==> src/rtl/counter_arbiter_pkg.sv <==
// Shared types and helpers for the counter arbiter.
// State enum, default sizing and start-value clamp.
package counter_arbiter_pkg;

  localparam int DEF_N_REQ = 4;
  localparam int DEF_MAX   = 12;

  typedef enum logic [1:0] {
    IDLE,
    LOAD,
    RUN,
    DONE
  } state_t;

  // Start values at or above the modulus saturate to the top count.
  function automatic int unsigned clamp_start(
    input int unsigned s,
    input int unsigned max
  );
    return (s >= max) ? max - 1 : s;
  endfunction

endpackage

==> src/rtl/rr_pick.sv <==
// Round-robin picker: first asserted request after ptr.
// Pure combinational, wraps around the request vector.
module rr_pick #(
  parameter  int N = 4,
  localparam int W = $clog2(N)
) (
  input  logic [N-1:0] req,
  input  logic [W-1:0] ptr,
  output logic         valid,
  output logic [W-1:0] idx
);

  // Scan ptr+1 .. ptr+N, keeping the first hit.
  always_comb begin
    int j;
    valid = 1'b0;
    idx   = '0;
    j     = 0;
    for (int i = 1; i <= N; i++) begin
      j = int'(ptr) + i;
      if (j >= N) j = j - N;
      if (!valid && req[W'(j)]) begin
        valid = 1'b1;
        idx   = W'(j);
      end
    end
  end

endmodule

==> src/rtl/counter_arbiter.sv <==
// Shared modulo counter handed out as a timed window.
// Round-robin owner, load, count to top, done pulse.
module counter_arbiter
  import counter_arbiter_pkg::*;
#(
  parameter  int N_REQ = DEF_N_REQ,
  parameter  int MAX   = DEF_MAX,
  localparam int WIDTH = $clog2(MAX),
  localparam int IDX_W = $clog2(N_REQ)
) (
  input  logic                        clock,
  input  logic                        reset,
  input  logic [N_REQ-1:0]            req,
  input  logic [N_REQ-1:0][WIDTH-1:0] start_value,
  input  logic                        pause,
  output logic [N_REQ-1:0]            grant,
  output logic [N_REQ-1:0]            done,
  output logic                        busy,
  output logic [IDX_W-1:0]            owner,
  output logic [WIDTH-1:0]            q
);

  localparam logic [WIDTH-1:0] QTOP = WIDTH'(MAX - 1);

  state_t           state, state_nx;
  logic [IDX_W-1:0] rr, rr_nx;
  logic [IDX_W-1:0] owner_nx;
  logic [IDX_W-1:0] ptr;
  logic [WIDTH-1:0] q_nx;
  logic             win_vld;
  logic [IDX_W-1:0] win_idx;
  logic             held;

  // In DONE the finishing owner becomes the pointer at once.
  assign ptr  = (state == DONE) ? owner : rr;
  assign held = req[owner];

  rr_pick #(
    .N (N_REQ)
  ) u_pick (
    .req   (req),
    .ptr   (ptr),
    .valid (win_vld),
    .idx   (win_idx)
  );

  // State, owner, pointer and counter registers.
  always_ff @(posedge clock or negedge reset) begin
    if (!reset) begin
      state <= IDLE;
      rr    <= IDX_W'(N_REQ - 1);
      owner <= '0;
      q     <= '0;
    end else begin
      state <= state_nx;
      rr    <= rr_nx;
      owner <= owner_nx;
      q     <= q_nx;
    end
  end

  // Next-state: arbitration, load, count, withdrawal.
  always_comb begin
    state_nx = state;
    rr_nx    = rr;
    owner_nx = owner;
    q_nx     = q;
    unique case (state)
      IDLE: begin
        if (win_vld) begin
          owner_nx = win_idx;
          state_nx = LOAD;
        end
      end
      LOAD: begin
        if (!held) begin
          rr_nx    = owner;
          state_nx = IDLE;
        end else begin
          q_nx = WIDTH'(clamp_start(
            32'(start_value[owner]), MAX));
          state_nx = RUN;
        end
      end
      RUN: begin
        if (!held) begin
          rr_nx    = owner;
          state_nx = IDLE;
        end else if (pause) begin
          q_nx = q;
        end else if (q == QTOP) begin
          state_nx = DONE;
        end else begin
          q_nx = q + WIDTH'(1);
        end
      end
      DONE: begin
        rr_nx = owner;
        if (win_vld) begin
          owner_nx = win_idx;
          state_nx = LOAD;
        end else begin
          state_nx = IDLE;
        end
      end
      default: state_nx = IDLE;
    endcase
  end

  // Owner-qualified grant/done and busy flag.
  always_comb begin
    grant = '0;
    done  = '0;
    busy  = (state != IDLE);
    if (busy) grant[owner] = 1'b1;
    if (state == DONE) done[owner] = 1'b1;
  end

endmodule

==> config.mk <==
export PLATFORM = sky130hd
export DESIGN_NAME = counter_arbiter
export DESIGN_NICKNAME = d
export VERILOG_FILES = /design/src/rtl/counter_arbiter_pkg.sv /design/src/rtl/rr_pick.sv /design/src/rtl/counter_arbiter.sv
export SDC_FILE = /design/constraint.sdc
export NUM_CORES = 1
export LEC_CHECK = 0
export ABC_AREA = 1
export CAP_MARGIN = 15
export CORE_MARGIN = 5
export CORE_UTILIZATION = 50
export CTS_CLUSTER_DIAMETER = 200
export DETAILED_ROUTE_END_ITERATION = 10
export PLACE_DENSITY = 0.95
export SYNTH_ARGS = -nofsm -noshare
export SYNTH_HDL_FRONTEND = slang
export SYNTH_HIERARCHICAL = 1
export SYNTH_SLANG_ARGS = --single-unit
==> constraint.sdc <==
create_clock -name clock -period 5.2 [get_ports clock]
set_clock_uncertainty 0.15 [all_clocks]
set_input_delay 0.78 -clock clock [delete_from_list [all_inputs] [get_ports clock]]
set_output_delay 0.78 -clock clock [all_outputs]
set_load 0.05 [all_outputs]
## Word-level counts from Yosys, hierarchy flattened

Index checks and enable logic that the tools add are counted.

| storage, ports and cells | value |
|---|---|
| register bits after elaboration | 10 |
| output and inout port bits | 15 |
| word-level logic and storage cells | 101 |

| operators by class | value |
|---|---|
| add/sub/neg operators | 9 |
| order comparisons | 11 |
| equal/unequal tests | 12 |
| multiplexer cells | 48 |
| reductions and logical operators | 17 |

Operators by type and width:

| operator | number |
|---|---|
| $mux W4 | 8 |
| $mux W2 | 15 |
| $lt A2 B4 Y1 const B | 4 |
| $mux W1 | 15 |
| $bmux W1 S2 | 5 |
| $ne A2 B2 Y1 const B | 5 |
| $ge A3 B3 Y1 const B | 3 |
| $bmux W4 S2 | 1 |
| $pmux W2 S4 | 1 |
| $pmux W4 S2 | 1 |
| $sub A2 B1 Y2 const B | 4 |
| $add A2 B2 Y3 const B | 2 |
| $ne A3 B3 Y1 const B | 2 |
| $reduce_bool A2 Y1 | 3 |
| $reduce_and A5 Y1 | 1 |
| $add A2 B3 Y4 const B | 1 |
| $add A4 B1 Y4 const B | 1 |
| $eq A2 B2 Y1 const B | 2 |
| $eq A4 B4 Y1 const B | 1 |
| $ge A4 B3 Y1 const B | 1 |
| $ge A4 B4 Y1 const B | 1 |
| $logic_and A1 B1 Y1 | 4 |
| $pmux W2 S2 | 1 |
| $reduce_and A2 Y1 | 2 |
| 10 further kinds | 13 |

## Depth between registers and ports, before layout

Gate-level depths: netlist of run 1.

| logic depth | value |
|---|---|
| word-level depth | 20 |
| mapped depth | 17 |
| depth with buffers taken out | 16 |

## Cells and area by module

Netlist of run 1, hierarchy kept.

By module, submodules not included:

| module | instances | cells an instance | area each (um2) | seq. area each (um2) |
|---|---|---|---|---|
| counter_arbiter | 1 | 156 | 933.4 | 252.7 |
| rr_pick | 1 | 49 | 290.3 | 0.0 |

## Least setup slack after synthesis of run 1

No wires, ideal clock.

| path | value |
|---|---|
| path kind | flip-flop to output port |
| from | register owner[1] |
| to | output grant[2] |
| arrival | 1.882 ns |
| required time | 4.270 ns |
| path slack | 2.388 ns |
| cell stages (with the launch flop) | 3 |
| path buffers | 0 |
| cell sequence | dfrtp_1 inv_1 nor3_1 |

| between the ends | value |
|---|---|
| longest elaborated chain between the ends | 5 |
| elaborated cells on any way between the ends | 6 |
| classes of those cells | order compare (2); mux (3); reduce/logical (1) |

RTL lines:

| item | line | text |
|---|---|---|
| start: declaration | counter_arbiter.sv:19 | `output logic [IDX_W-1:0] owner,` |
| start signal: assignment | counter_arbiter.sv:57 | `owner <= owner_nx;` |
| $lt A2 B3 Y1 (not written as such) or $ge A2 B1 Y1 (tied branches) | counter_arbiter.sv:115 | `if (busy) grant[owner] = 1'b1;` |
| $logic_and A1 B1 Y1 (not written as such) | counter_arbiter.sv:115 |  |
| $mux W1 (not written as such) | counter_arbiter.sv:115 |  |
| $demux W1 S2 * | counter_arbiter.sv:115 |  |
| $mux W4 * | counter_arbiter.sv:115 |  |
| end: declaration | counter_arbiter.sv:16 | `output logic [N_REQ-1:0] grant,` |

Every way passes the cells marked *; elsewhere a longest branch is shown, timed or not.

## Worst setup path in the final report of run 1

| path | value |
|---|---|
| from | register owner[0] |
| to | output grant[1] |

The elaborated chain is that of the path after synthesis.

==> report_table.html, run 1 <==
<table>
<tr><th>Metric</th><th>Value</th></tr>
<tr><th colspan="2">Status</th></tr>
<tr><td>Result of the run</td><td>completed</td></tr>
<tr><th colspan="2">Yosys</th></tr>
<tr><td>Netlist Area Pre-Place</td><td>0.00122 mm²</td></tr>
<tr><td>Gate count of the mapped netlist</td><td>205</td></tr>
<tr><td>Count of unique library cells instantiated by Yosys</td><td>26</td></tr>
<tr><td>Synthesized area per cell</td><td>5.97 µm²</td></tr>
<tr><td>Number of warnings reported in the yosys synthesis log</td><td>6</td></tr>
<tr><td>Share of synthesized area occupied by flip-flops and latches</td><td>0.207</td></tr>
<tr><td>Seq cells post-synth</td><td>10</td></tr>
<tr><td>Number of nets produced by synthesis</td><td>234</td></tr>
<tr><th colspan="2">Critical path</th></tr>
<tr><td>Type of the worst setup path</td><td>flop to output pin</td></tr>
<tr><td>Endpoint kind of the worst setup timing path</td><td>output pin</td></tr>
<tr><td>Worst Path Arrival</td><td>2.14 ns</td></tr>
<tr><td>Data required time of the critical path</td><td>4.27 ns</td></tr>
<tr><td>Number of cell instances on the worst register-to-register path</td><td>17</td></tr>
<tr><td>Launching instance or port of the critical path</td><td>owner[0]$_DFFE_PN0P_</td></tr>
<tr><td>Worst reg2reg startpoint</td><td>state[1]$_DFFE_PN0P_</td></tr>
<tr><td>Worst setup path end</td><td>grant[1]</td></tr>
<tr><td>Setup slack on the worst flop-to-flop path</td><td>2.82 ns</td></tr>
<tr><td>Worst r2r dst</td><td>state[1]$_DFFE_PN0P_</td></tr>
<tr><td>Maximum fanout along the worst path</td><td>12</td></tr>
<tr><td>Launching element type of the critical path</td><td>flop</td></tr>
<tr><th colspan="2">Pwr</th></tr>
<tr><td>P_leak</td><td>0.831 nW</td></tr>
<tr><td>Power density of the placed cells</td><td>779 mW/mm²</td></tr>
<tr><td>Maximum resistive drop on vdd</td><td>0.521 mV</td></tr>
<tr><td>Total Power</td><td>1.26 mW</td></tr>
<tr><th colspan="2">Timing</th></tr>
<tr><td>Portion of the clock cycle consumed by the worst path in the final layout</td><td>0.590</td></tr>
<tr><td>Setup repair after global routing missed its margin</td><td>false</td></tr>
<tr><td>Min Clock Period, post-route</td><td>3.07 ns</td></tr>
<tr><td>Slew HR</td><td>0.635</td></tr>
<tr><td>Final-report max-slew violation count</td><td>0</td></tr>
<tr><td>Worst slack on hold paths</td><td>0.330 ns</td></tr>
<tr><td>Final-layout setup total negative slack</td><td>0 ns</td></tr>
<tr><td>Max Clock Freq</td><td>326 MHz</td></tr>
<tr><td>Transition time of the tightest slew-check pin</td><td>0.546 ns</td></tr>
<tr><td># setup viols final</td><td>0</td></tr>
<tr><td>Number of endpoints with negative hold slack in the final report</td><td>0</td></tr>
<tr><th colspan="2">Place</th></tr>
<tr><td>Count of port buffers added during placement</td><td>37</td></tr>
<tr><td>Placer congestion estimate</td><td>0.859</td></tr>
<tr><td>Placed wire-length estimate after detailed placement</td><td>2.57 mm</td></tr>
<tr><td>Placed insts</td><td>268</td></tr>
<tr><th colspan="2">Cells and area</th></tr>
<tr><td>Area growth syn-to-layout</td><td>32.0%</td></tr>
<tr><td>Final core utilization</td><td>0.670</td></tr>
<tr><td>Antenna Cells</td><td>0</td></tr>
<tr><td>Most common cell after layout, fill and taps aside</td><td>sky130_fd_sc_hd__nand2_1</td></tr>
<tr><td>Commonest non-fill, non-tap cells in the layout</td><td>sky130_fd_sc_hd__nand2_1 (78), sky130_fd_sc_hd__clkdlybuf4s50_1 (37), sky130_fd_sc_hd__nor2_1 (28), sky130_fd_sc_hd__nand2_2 (16)</td></tr>
<tr><td>FILL cells</td><td>218</td></tr>
<tr><td>Fin nets</td><td>272</td></tr>
<tr><td>Count of non-filler cells in the finished layout</td><td>272</td></tr>
<tr><td>Share of final-layout standard cells stronger than drive strength 1</td><td>0.140</td></tr>
<tr><th colspan="2">GRT</th></tr>
<tr><td>Largest net degree at the start of global routing</td><td>13</td></tr>
<tr><td>GRT Util Overall</td><td>0.202</td></tr>
<tr><td>Initial antenna violation count</td><td>0</td></tr>
<tr><td>Number of global-route vias before repair</td><td>1277</td></tr>
<tr><td>Wire length of the first global-routing pass</td><td>5.49 mm</td></tr>
<tr><td>Congestion Overflow GR</td><td>0</td></tr>
<tr><th colspan="2">Clock tree</th></tr>
<tr><td>TritonCTS clock tree</td><td>done</td></tr>
<tr><td># Post-CTS Setup Buffers</td><td>0</td></tr>
<tr><td>Clock transition time at the flip-flop clock pins of the worst setup and hold paths</td><td>0.06 ns</td></tr>
<tr><td>H-tree depth</td><td>1</td></tr>
<tr><td>Clock tree root driver cell</td><td>sky130_fd_sc_hd__clkbuf_4</td></tr>
<tr><td>Worst-Skew Late Latency</td><td>0.27 ns</td></tr>
<tr><td>Clk sinks</td><td>10</td></tr>
<tr><td>Maximum number of buffers from clock root to sink</td><td>2</td></tr>
<tr><td>Total clock buffers created by CTS</td><td>3</td></tr>
<tr><td>Gates resized, CTS repair</td><td>0</td></tr>
<tr><td>Number of buffers inserted by hold repair at cts</td><td>0</td></tr>
<tr><th colspan="2">Drt</th></tr>
<tr><td>Wire length on met3</td><td>283 µm</td></tr>
<tr><td>Total length of routed met2 wires</td><td>1.58 mm</td></tr>
<tr><td>Count of antenna-violating nets left after detailed routing</td><td>0</td></tr>
<tr><td>Number of remaining DRC errors</td><td>0</td></tr>
<tr><td>Initial DRC Count</td><td>45</td></tr>
<tr><td>Post-detailed-routing wire length</td><td>3.28 mm</td></tr>
<tr><td>Via density per instance</td><td>5.14</td></tr>
<tr><td>Highest routed layer</td><td>met4</td></tr>
<tr><td>Number of vias after detailed routing</td><td>1397</td></tr>
<tr><td>Metal1 wirelength</td><td>1.34 mm</td></tr>
<tr><td>DR WL/cell</td><td>12.0 µm</td></tr>
<tr><td>Pre-antenna DRT Iters</td><td>4</td></tr>
<tr><th colspan="2">Floorplan</th></tr>
<tr><td>Area of the die</td><td>0.00354 mm²</td></tr>
<tr><td>Initial standard-cell utilization of the core</td><td>0.508</td></tr>
<tr><td>Die Span X</td><td>59.5 µm</td></tr>
<tr><td>Top Ports</td><td>38</td></tr>
<tr><td>Die Height</td><td>59.5 µm</td></tr>
<tr><td>Row cnt</td><td>18</td></tr>
<tr><td>Std-Cell Core Area</td><td>0.00241 mm²</td></tr>
<tr><th colspan="2">Run</th></tr>
<tr><td>Count of maximum capacitance violations</td><td>0</td></tr>
<tr><th colspan="2">Worst hold path</th></tr>
<tr><td>Worst min path class</td><td>flop to flop</td></tr>
</table>
==> where the power goes <==
| group | switching [mW] | internal (mW) |
|---|---|---|
| clock network | 0.0292 | 0.0297 |
| registers | 0.0591 | 0.127 |
| logic | 0.673 | 0.341 |
==> logic make-up (layout without fill, tap and decap cells) <==
family	Yosys count	count (layout)	synth area share
flops	10	10	0.207
fa+ha+maj	6	6	0.0613
simple gates	151	151	0.567
compound gates	14	14	0.0593
buf+inv	24	61	0.105
==> layer usage <==
layer,global-route usage,up-vias
met5,0,-
met4,0.0712,0
met3,0.0523,10
met2,0.354,52
met1,0.233,614
li1,-,721
==> how the worst min path moves through the flow <==
stage                      start           endpoint  slack [ns]  depth (start not counted)
2_1_floorplan  rr[0]$_DFFE_PN1P_  rr[0]$_DFFE_PN1P_        0.30                          2
3_3_place_gp   rr[0]$_DFFE_PN1P_  rr[0]$_DFFE_PN1P_        0.31                          2
3_5_place_dp   rr[0]$_DFFE_PN1P_  rr[0]$_DFFE_PN1P_        0.32                          2
4_1_cts        rr[0]$_DFFE_PN1P_  rr[0]$_DFFE_PN1P_        0.33                          2
5_1_grt        rr[0]$_DFFE_PN1P_  rr[0]$_DFFE_PN1P_        0.34                          2
6_report       rr[0]$_DFFE_PN1P_  rr[0]$_DFFE_PN1P_        0.33                          2
==> stage by stage <==
step | cell area [µm²] | worst slack (ns)
2_1_floorplan | 1220 | 2.39
3_3_place_gp | 1590 | 2.47
3_5_place_dp | 1590 | 2.44
4_1_cts | 1620 | 2.14
5_1_grt | 1620 | 2.03
6_report | 1620 | 2.13
==> registers in the layout (all words and copies together), names as in the netlist <==
name   count
owner      2
q          4
rr         2
state      2
==> area by class of cell <==
cell class	instances	area [µm²]	share of cell area
Clock buffer	4	26.3	0.0163
Inverter	19	78.8	0.0488
Multi-Input combinational cell	171	842	0.521
Sequential cell	10	253	0.156
Tap cell	30	37.5	0.0232
Timing Repair Buffer	38	378	0.234
==> worst max-delay path: stages, from the launching register on <==
cell and delay [ns]:
sky130_fd_sc_hd__dfrtp_1 0.58, sky130_fd_sc_hd__inv_4 0.14, sky130_fd_sc_hd__nor2_2 0.17, sky130_fd_sc_hd__inv_1 0.08, sky130_fd_sc_hd__nor2_1 0.09, sky130_fd_sc_hd__clkdlybuf4s50_1 0.81
==> Yosys cell counts <==
| cell type | number | area, µm² |
|---|---|---|
| sky130_fd_sc_hd__a21oi_1 | 8 | 40.0 |
| sky130_fd_sc_hd__buf_2 | 1 | 5.00 |
| sky130_fd_sc_hd__buf_4 | 1 | 7.51 |
| sky130_fd_sc_hd__buf_6 | 2 | 22.5 |
| sky130_fd_sc_hd__buf_8 | 1 | 15.0 |
| sky130_fd_sc_hd__dfrtp_1 | 8 | 200 |
| sky130_fd_sc_hd__dfstp_2 | 2 | 52.6 |
| sky130_fd_sc_hd__ha_1 | 6 | 75.1 |
| sky130_fd_sc_hd__inv_1 | 15 | 56.3 |
| sky130_fd_sc_hd__inv_2 | 2 | 7.51 |
| sky130_fd_sc_hd__inv_4 | 1 | 6.26 |
| sky130_fd_sc_hd__inv_6 | 1 | 8.76 |
| sky130_fd_sc_hd__nand2_1 | 78 | 293 |
| sky130_fd_sc_hd__nand2_2 | 16 | 100 |
| sky130_fd_sc_hd__nand2_4 | 5 | 56.3 |
| sky130_fd_sc_hd__nand3_1 | 15 | 75.1 |
| sky130_fd_sc_hd__nand3_2 | 1 | 10.0 |
| sky130_fd_sc_hd__nand3b_1 | 1 | 7.51 |
| sky130_fd_sc_hd__nand4_1 | 4 | 25.0 |
| sky130_fd_sc_hd__nor2_1 | 28 | 105 |
| sky130_fd_sc_hd__nor2_2 | 1 | 6.26 |
| sky130_fd_sc_hd__nor2_4 | 1 | 11.3 |
| sky130_fd_sc_hd__nor3_1 | 1 | 5.00 |
| sky130_fd_sc_hd__o21a_1 | 1 | 7.51 |
| sky130_fd_sc_hd__o21ai_0 | 2 | 10.0 |
| sky130_fd_sc_hd__o21ai_1 | 3 | 15.0 |
Power figures use the tool's default switching activity.
==> run 2, diff against run 1 <==
--- a/config.mk
+++ b/config.mk
@@ -8,10 +8,10 @@
 export ABC_AREA = 1
 export CAP_MARGIN = 15
 export CORE_MARGIN = 5
-export CORE_UTILIZATION = 50
+export CORE_UTILIZATION = 42
 export CTS_CLUSTER_DIAMETER = 200
 export DETAILED_ROUTE_END_ITERATION = 10
-export PLACE_DENSITY = 0.95
+export PLACE_DENSITY = 0.87
 export SYNTH_ARGS = -nofsm -noshare
 export SYNTH_HDL_FRONTEND = slang
 export SYNTH_HIERARCHICAL = 1
==> constraint.sdc (replaced) <==
create_clock -name clock -period 2.7 [get_ports clock]
set_clock_uncertainty 0.15 [all_clocks]
set_input_delay 0.405 -clock clock [delete_from_list [all_inputs] [get_ports clock]]
set_output_delay 0.405 -clock clock [all_outputs]
set_load 0.05 [all_outputs]
==> run 2 against run 1 <==
  * Sequential power increased by 91%
  * Clock power increased by 140%
  * Critical path depth fell by 2
  * Highest routed layer unchanged
  * Worst setup slack got worse by 2.0 ns
  * Combinational power rose by 93%
  * Global-route usage shrank 3.7 points
  * First-iteration DRC count up 100%
  * Largest cell class unchanged
==> report_table.html, run 2 (synthesized netlist as in run 1, its figures left out) <==
<table>
<tr><th>Metric</th><th>Value</th></tr>
<tr><th colspan="2">Status</th></tr>
<tr><td>Result of the run</td><td>completed</td></tr>
<tr><th colspan="2">Timing</th></tr>
<tr><td>Worst slack on hold paths</td><td>0.302 ns (-0.0277 ns)</td></tr>
<tr><td>Slew HR</td><td>0.642 (+0.00784)</td></tr>
<tr><td>Final-report max-slew violation count</td><td>0 (unchanged)</td></tr>
<tr><td>Final-layout setup total negative slack</td><td>0 ns (unchanged)</td></tr>
<tr><td># setup viols final</td><td>0 (unchanged)</td></tr>
<tr><td>Transition time of the tightest slew-check pin</td><td>0.535 ns (-0.0117 ns)</td></tr>
<tr><td>Setup repair after global routing missed its margin</td><td>false</td></tr>
<tr><td>Min Clock Period, post-route</td><td>2.56 ns</td></tr>
<tr><td>Portion of the clock cycle consumed by the worst path in the final layout</td><td>0.950</td></tr>
<tr><td>Number of endpoints with negative hold slack in the final report</td><td>0 (unchanged)</td></tr>
<tr><td>Max Clock Freq</td><td>390 MHz</td></tr>
<tr><th colspan="2">Clock tree</th></tr>
<tr><td>Clock tree root driver cell</td><td>sky130_fd_sc_hd__clkbuf_4</td></tr>
<tr><td>Clock transition time at the flip-flop clock pins of the worst setup and hold paths</td><td>0.08 ns (+0.02 ns)</td></tr>
<tr><td>Clk sinks</td><td>10 (unchanged)</td></tr>
<tr><td>Total clock buffers created by CTS</td><td>3 (unchanged)</td></tr>
<tr><td>Number of buffers inserted by hold repair at cts</td><td>0 (unchanged)</td></tr>
<tr><td>TritonCTS clock tree</td><td>done</td></tr>
<tr><td>Maximum number of buffers from clock root to sink</td><td>2 (unchanged)</td></tr>
<tr><td>H-tree depth</td><td>1 (unchanged)</td></tr>
<tr><td>Worst-Skew Late Latency</td><td>0.28 ns (about the same)</td></tr>
<tr><th colspan="2">Critical path</th></tr>
<tr><td>Type of the worst setup path</td><td>flop to output pin</td></tr>
<tr><td>Data required time of the critical path</td><td>2.14 ns (-2.13 ns)</td></tr>
<tr><td>Launching element type of the critical path</td><td>flop</td></tr>
<tr><td>Worst reg2reg startpoint</td><td>state[0]$_DFFE_PN0P_</td></tr>
<tr><td>Endpoint kind of the worst setup timing path</td><td>output pin</td></tr>
<tr><td>Worst Path Arrival</td><td>2.01 ns (-0.13 ns)</td></tr>
<tr><td>Maximum fanout along the worst path</td><td>12 (unchanged)</td></tr>
<tr><td>Launching instance or port of the critical path</td><td>owner[1]$_DFFE_PN0P_</td></tr>
<tr><th colspan="2">Floorplan</th></tr>
<tr><td>Row cnt</td><td>19 (+1)</td></tr>
<tr><td>Std-Cell Core Area</td><td>0.00278 mm² (+15%)</td></tr>
<tr><td>Top Ports</td><td>38 (unchanged)</td></tr>
<tr><td>Initial standard-cell utilization of the core</td><td>0.440 (-0.0678)</td></tr>
<tr><td>Area of the die</td><td>0.00409 mm² (+16%)</td></tr>
<tr><td>Die Height</td><td>64.0 µm (+7.6%)</td></tr>
<tr><td>Die Span X</td><td>64.0 µm (+7.6%)</td></tr>
<tr><th colspan="2">Cells and area</th></tr>
<tr><td>Fin nets</td><td>273 (+0.37%)</td></tr>
<tr><td>Commonest non-fill, non-tap cells in the layout</td><td>sky130_fd_sc_hd__nand2_1 (78), sky130_fd_sc_hd__clkdlybuf4s50_1 (31), sky130_fd_sc_hd__nor2_1 (28), sky130_fd_sc_hd__nand2_2 (16)</td></tr>
<tr><td>FILL cells</td><td>268 (+23%)</td></tr>
<tr><td>Sequential standard cell area</td><td>253 µm² (unchanged)</td></tr>
<tr><td>Final core utilization</td><td>0.587 (-0.0828)</td></tr>
<tr><td>Antenna Cells</td><td>0 (unchanged)</td></tr>
<tr><td>Share of final-layout standard cells stronger than drive strength 1</td><td>0.160 (+0.0200)</td></tr>
<tr><td>Area growth syn-to-layout</td><td>33.5%</td></tr>
<tr><td>Most common cell after layout, fill and taps aside</td><td>sky130_fd_sc_hd__nand2_1</td></tr>
<tr><td>Count of non-filler cells in the finished layout</td><td>274 (+0.74%)</td></tr>
<tr><td>Area taken by multi-input logic gates</td><td>842 µm² (unchanged)</td></tr>
<tr><td>Max reg flops</td><td>4 (unchanged)</td></tr>
<tr><td>Most flops, register</td><td>q</td></tr>
<tr><th colspan="2">Drt</th></tr>
<tr><td>Number of remaining DRC errors</td><td>0 (unchanged)</td></tr>
<tr><td>Post-detailed-routing wire length</td><td>3.26 mm (-0.55%)</td></tr>
<tr><td>Pre-antenna DRT Iters</td><td>4 (unchanged)</td></tr>
<tr><td>Initial DRC Count</td><td>90 (+100%)</td></tr>
<tr><td>Via density per instance</td><td>5.05 (-1.7%)</td></tr>
<tr><td>DR WL/cell</td><td>11.9 µm (-1.3%)</td></tr>
<tr><td>Count of antenna-violating nets left after detailed routing</td><td>0 (unchanged)</td></tr>
<tr><td>Number of vias after detailed routing</td><td>1384 (-0.93%)</td></tr>
<tr><th colspan="2">Pwr</th></tr>
<tr><td>Total Power</td><td>2.45 mW (+94%)</td></tr>
<tr><td>P_leak</td><td>0.898 nW (+8.1%)</td></tr>
<tr><td>Maximum resistive drop on vdd</td><td>0.881 mV (+69%)</td></tr>
<tr><td>Power density of the placed cells</td><td>1500 mW/mm² (+92%)</td></tr>
<tr><th colspan="2">Place</th></tr>
<tr><td>Placer congestion estimate</td><td>0.836 (-2.6%)</td></tr>
<tr><td>Count of port buffers added during placement</td><td>37 (unchanged)</td></tr>
<tr><td>Placed insts</td><td>270 (+0.75%)</td></tr>
<tr><td>Placed wire-length estimate after detailed placement</td><td>2.57 mm (-0.21%)</td></tr>
<tr><th colspan="2">GRT</th></tr>
<tr><td>GRT Util Overall</td><td>0.164 (-0.0371)</td></tr>
<tr><td>Wire length of the first global-routing pass</td><td>5.48 mm (-0.25%)</td></tr>
<tr><td>Largest net degree at the start of global routing</td><td>13 (unchanged)</td></tr>
<tr><td>Number of global-route vias before repair</td><td>1246 (-2.4%)</td></tr>
<tr><td>Congestion Overflow GR</td><td>0 (unchanged)</td></tr>
<tr><td>Initial antenna violation count</td><td>0 (unchanged)</td></tr>
<tr><th colspan="2">Run</th></tr>
<tr><td>Count of maximum capacitance violations</td><td>0 (unchanged)</td></tr>
<tr><th colspan="2">Worst hold path</th></tr>
<tr><td>Worst min path class</td><td>input port to async pin</td></tr>
</table>
-- run 2: changes by cell type in the layout (fill, tap and decap cells not counted), sizes merged --
cell / before / now
buf: 1 / 5
dlymetal6s2s: 0 / 3
clkdlybuf4s50: 37 / 31
-- run 2: critical path: stages, from the launching register on --
cell and delay [ns]:
sky130_fd_sc_hd__dfrtp_1 0.62, sky130_fd_sc_hd__nand2_1 0.17, sky130_fd_sc_hd__nor2_1 0.12, sky130_fd_sc_hd__clkdlybuf4s50_1 0.81
-- run 2: area by class of cell --
type | instances | area share
tap | 31 | 0.0237
inverter | 19 | 0.0482
multi-input combinational | 171 | 0.515
clock buffer | 4 | 0.0222
timing repair buffer | 39 | 0.236
sequential | 10 | 0.155
-- run 2: where the power goes --
group / total [mW] / switching, mW / internal (mW) / leakage [nW]
combinational: 1.95 / 1.29 / 0.656 / 0.759
sequential: 0.355 / 0.110 / 0.244 / 0.118
clock: 0.143 / 0.0610 / 0.0821 / 0.0210
total: 2.45 / 1.46 / 0.983 / 0.898
-- run 2: path summary, 6_finish.rpt --
path                                        end  slack (ns)  cells past startpoint
setup reg to reg           state[1]$_DFFE_PN0P_        0.33                     17
min in group clock            rr[0]$_DFFE_PN1P_        0.33                      2
setup / recovery                        done[3]        0.14                      3
hold reg to reg               rr[0]$_DFFE_PN1P_        0.33                      2
max in group asynchronous     rr[1]$_DFFE_PN1P_        1.73                      1
hold / removal                 q[1]$_DFFE_PN0P_        0.30                      1
-- run 2: repair_timing --
item / 4_1_cts / 5_1_grt
setup endpoints to repair: 0 / 3
resized for setup: 0 / 3
buffers inserted: 0 / 0
-- run 2: routing by layer --
metal	share of wire	GRT usage	up-vias
met5	0	0	-
met4	0.012	0.0468	0
met3	0.091	0.0613	5
met2	0.44	0.259	43
met1	0.46	0.210	619
li1	-	-	717
-- run 2: per-stage QoR --
step | worst slack (ns) | instance area (µm²)
2_1_floorplan | 0.254 | 1220
3_3_place_gp | 0.343 | 1590
3_5_place_dp | 0.354 | 1590
4_1_cts | 0.0724 | 1630
5_1_grt | 0.0141 | 1630
6_report | 0.135 | 1630
==> RTL change, RTL diff (config.mk and constraints of run 2) <==
Encoding of `state_t`: now Gray code (2 bits for 4 states).
--- a/src/rtl/counter_arbiter_pkg.sv
+++ b/src/rtl/counter_arbiter_pkg.sv
@@ -6,10 +6,10 @@
   localparam int DEF_MAX   = 12;
 
   typedef enum logic [1:0] {
-    IDLE,
-    LOAD,
-    RUN,
-    DONE
+    IDLE = 2'b00,
+    LOAD = 2'b01,
+    RUN  = 2'b11,
+    DONE = 2'b10
   } state_t;
 
   // Start values at or above the modulus saturate to the top count.
Function: same outputs for any inputs over 10 cycles, from zero or initial values and one cycle with reset low; not proved beyond that.
==> RTL change against run 2 <==
Wire length decreased by 13%; sequential cell count did not move; area after synthesis down 5.9%; via count is 6.6% lower; cell count fell by 3.6%; worst setup slack better by 0.12 ns; final area down 5.0%; combinational power down 8%; die area decreased by 5.0%; clock power fell by 3%; sequential power decreased by 12%; count of clock-buffer cells in the layout unchanged; total power is 8.2% lower; highest routed layer unchanged.
==> RTL change: results (changes against run 2) <==
- Largest Register: q (unchanged)
- Mean post-synth cell area: 5.934 um2 (was 5.969 um2)
- Worst slew pin tran: 0.4947 ns (was 0.5346 ns)
- Vias in the first global route: 1124 (was 1246)
- Data arrival, critical path: 1.89 ns (was 2.01 ns)
- Compound-Gate Fraction of Synth Area: 0.06087 (was 0.05930)
- Reg2reg path depth: 15 (was 17)
- Clock slew at the register clock pins of the worst setup and hold paths: 0.07 ns
- RD Place Congestion: 0.8702 (was 0.8362)
- Routed wire length on met2: 1.343 mm (was 1.436 mm)
- CTS buffer count: 3 (unchanged)
- Initial antenna violation count: 0 (unchanged)
- Fillers: 260 (was 268)
- Vias/cell: 4.898 (was 5.051)
- Final cell count without fillers: 264 (was 274)
- Ys Warns: 6 (unchanged)
- GR Util met2: 0.2409 (was 0.2588)
- Max FFs per register: 4 (unchanged)
- Met1 WL: 1.232 mm (was 1.484 mm)
- Place WS: 0.3973 ns (was 0.3545 ns)
- Netlist cell types: 24 (was 26)
- DR pass1 iterations: 4 (unchanged)
- Peak VDD IR: 890.3 uV (was 880.9 uV)
- Placed cell count: 260 (was 270)
- Synth area leaders: nand2_1 (25%), dfrtp_1 (17%), nand3_1 (9.6%), nor2_1 (7.2%), nand2_2 (6.5%) (was nand2_1 (24%), dfrtp_1 (16%), nor2_1 (8.6%), nand2_2 (8.2%), ha_1 (6.1%))
- Sequential-to-total area share from yosys stat: 0.2196 (was 0.2065)
- Global-route wire length before repair: 4.781 mm (was 5.478 mm)
- XOR/XNOR Fraction of Synth Area: 0 (unchanged)
- Wire length per cell: 10.72 um (was 11.89 um)
- Final HPWL DP: 2.265 mm (was 2.566 mm)
- Met3 usage: 0.02523 (was 0.06130)
- Share of flip-flops with an asynchronous set or reset: 1.000 (unchanged)
- Met1 usage: 0.1854 (was 0.2096)
- Post-synthesis adder-cell area fraction: 0.01087 (was 0.06135)
- Critical path's top delay family: buffers and inverters (unchanged)
- Crit-path max cell delay: 0.72 ns (was 0.81 ns)
- Leakage power: 0.8135 nW (was 0.8979 nW)
- Met3 WL: 221 um (was 298 um)
- Layout cell share with drive strength beyond 1: 0.1888 (was 0.1605)
- Largest net degree at the start of global routing: 18 (was 13)
- Status: finished, final reports clean (unchanged)
- Synthesized Nets: 218 (was 234)
- Global Route Usage Sum: 0.1428 (was 0.1644)
- Crit-path max FO: 5 (was 12)
- 1st-iter DRT viols: 55 (was 90)
- Area post-placement: 1516 um2 (was 1590 um2)
- Most common library cells after synthesis: nand2_1 (78), nand3_1 (22), nor2_1 (22), nand2_2 (12), inv_1 (11) (was nand2_1 (78), nor2_1 (28), nand2_2 (16), inv_1 (15), nand3_1 (15))
[RTL change: path summary, 6_finish.rpt]
path                       startpoint        to  slack [ns]
hold / removal                  reset      q[0]        0.31
setup / recovery             state[1]      busy        0.26
min in group clock              rr[0]     rr[0]        0.33
max in group asynchronous       reset     rr[1]        1.73
setup reg to reg             state[0]  state[0]        0.38
hold reg to reg                 rr[0]     rr[0]        0.33
[RTL change: final cells by class]
class / count / area [um2] / area share
Sequential cell: 10 / 252.7 / 0.1628
Tap cell: 31 / 38.79 / 0.02498
Inverter: 15 / 66.31 / 0.04271
Clock buffer: 4 / 36.28 / 0.02337
Multi-Input combinational cell: 163 / 778.2 / 0.5012
Timing Repair Buffer: 41 / 380.4 / 0.2450
[RTL change: power breakdown]
part | switching, mW | total [mW] | internal (mW)
sequential | 0.0743 | 0.312 | 0.238
clock | 0.0565 | 0.138 | 0.0819
combinational | 1.19 | 1.79 | 0.602
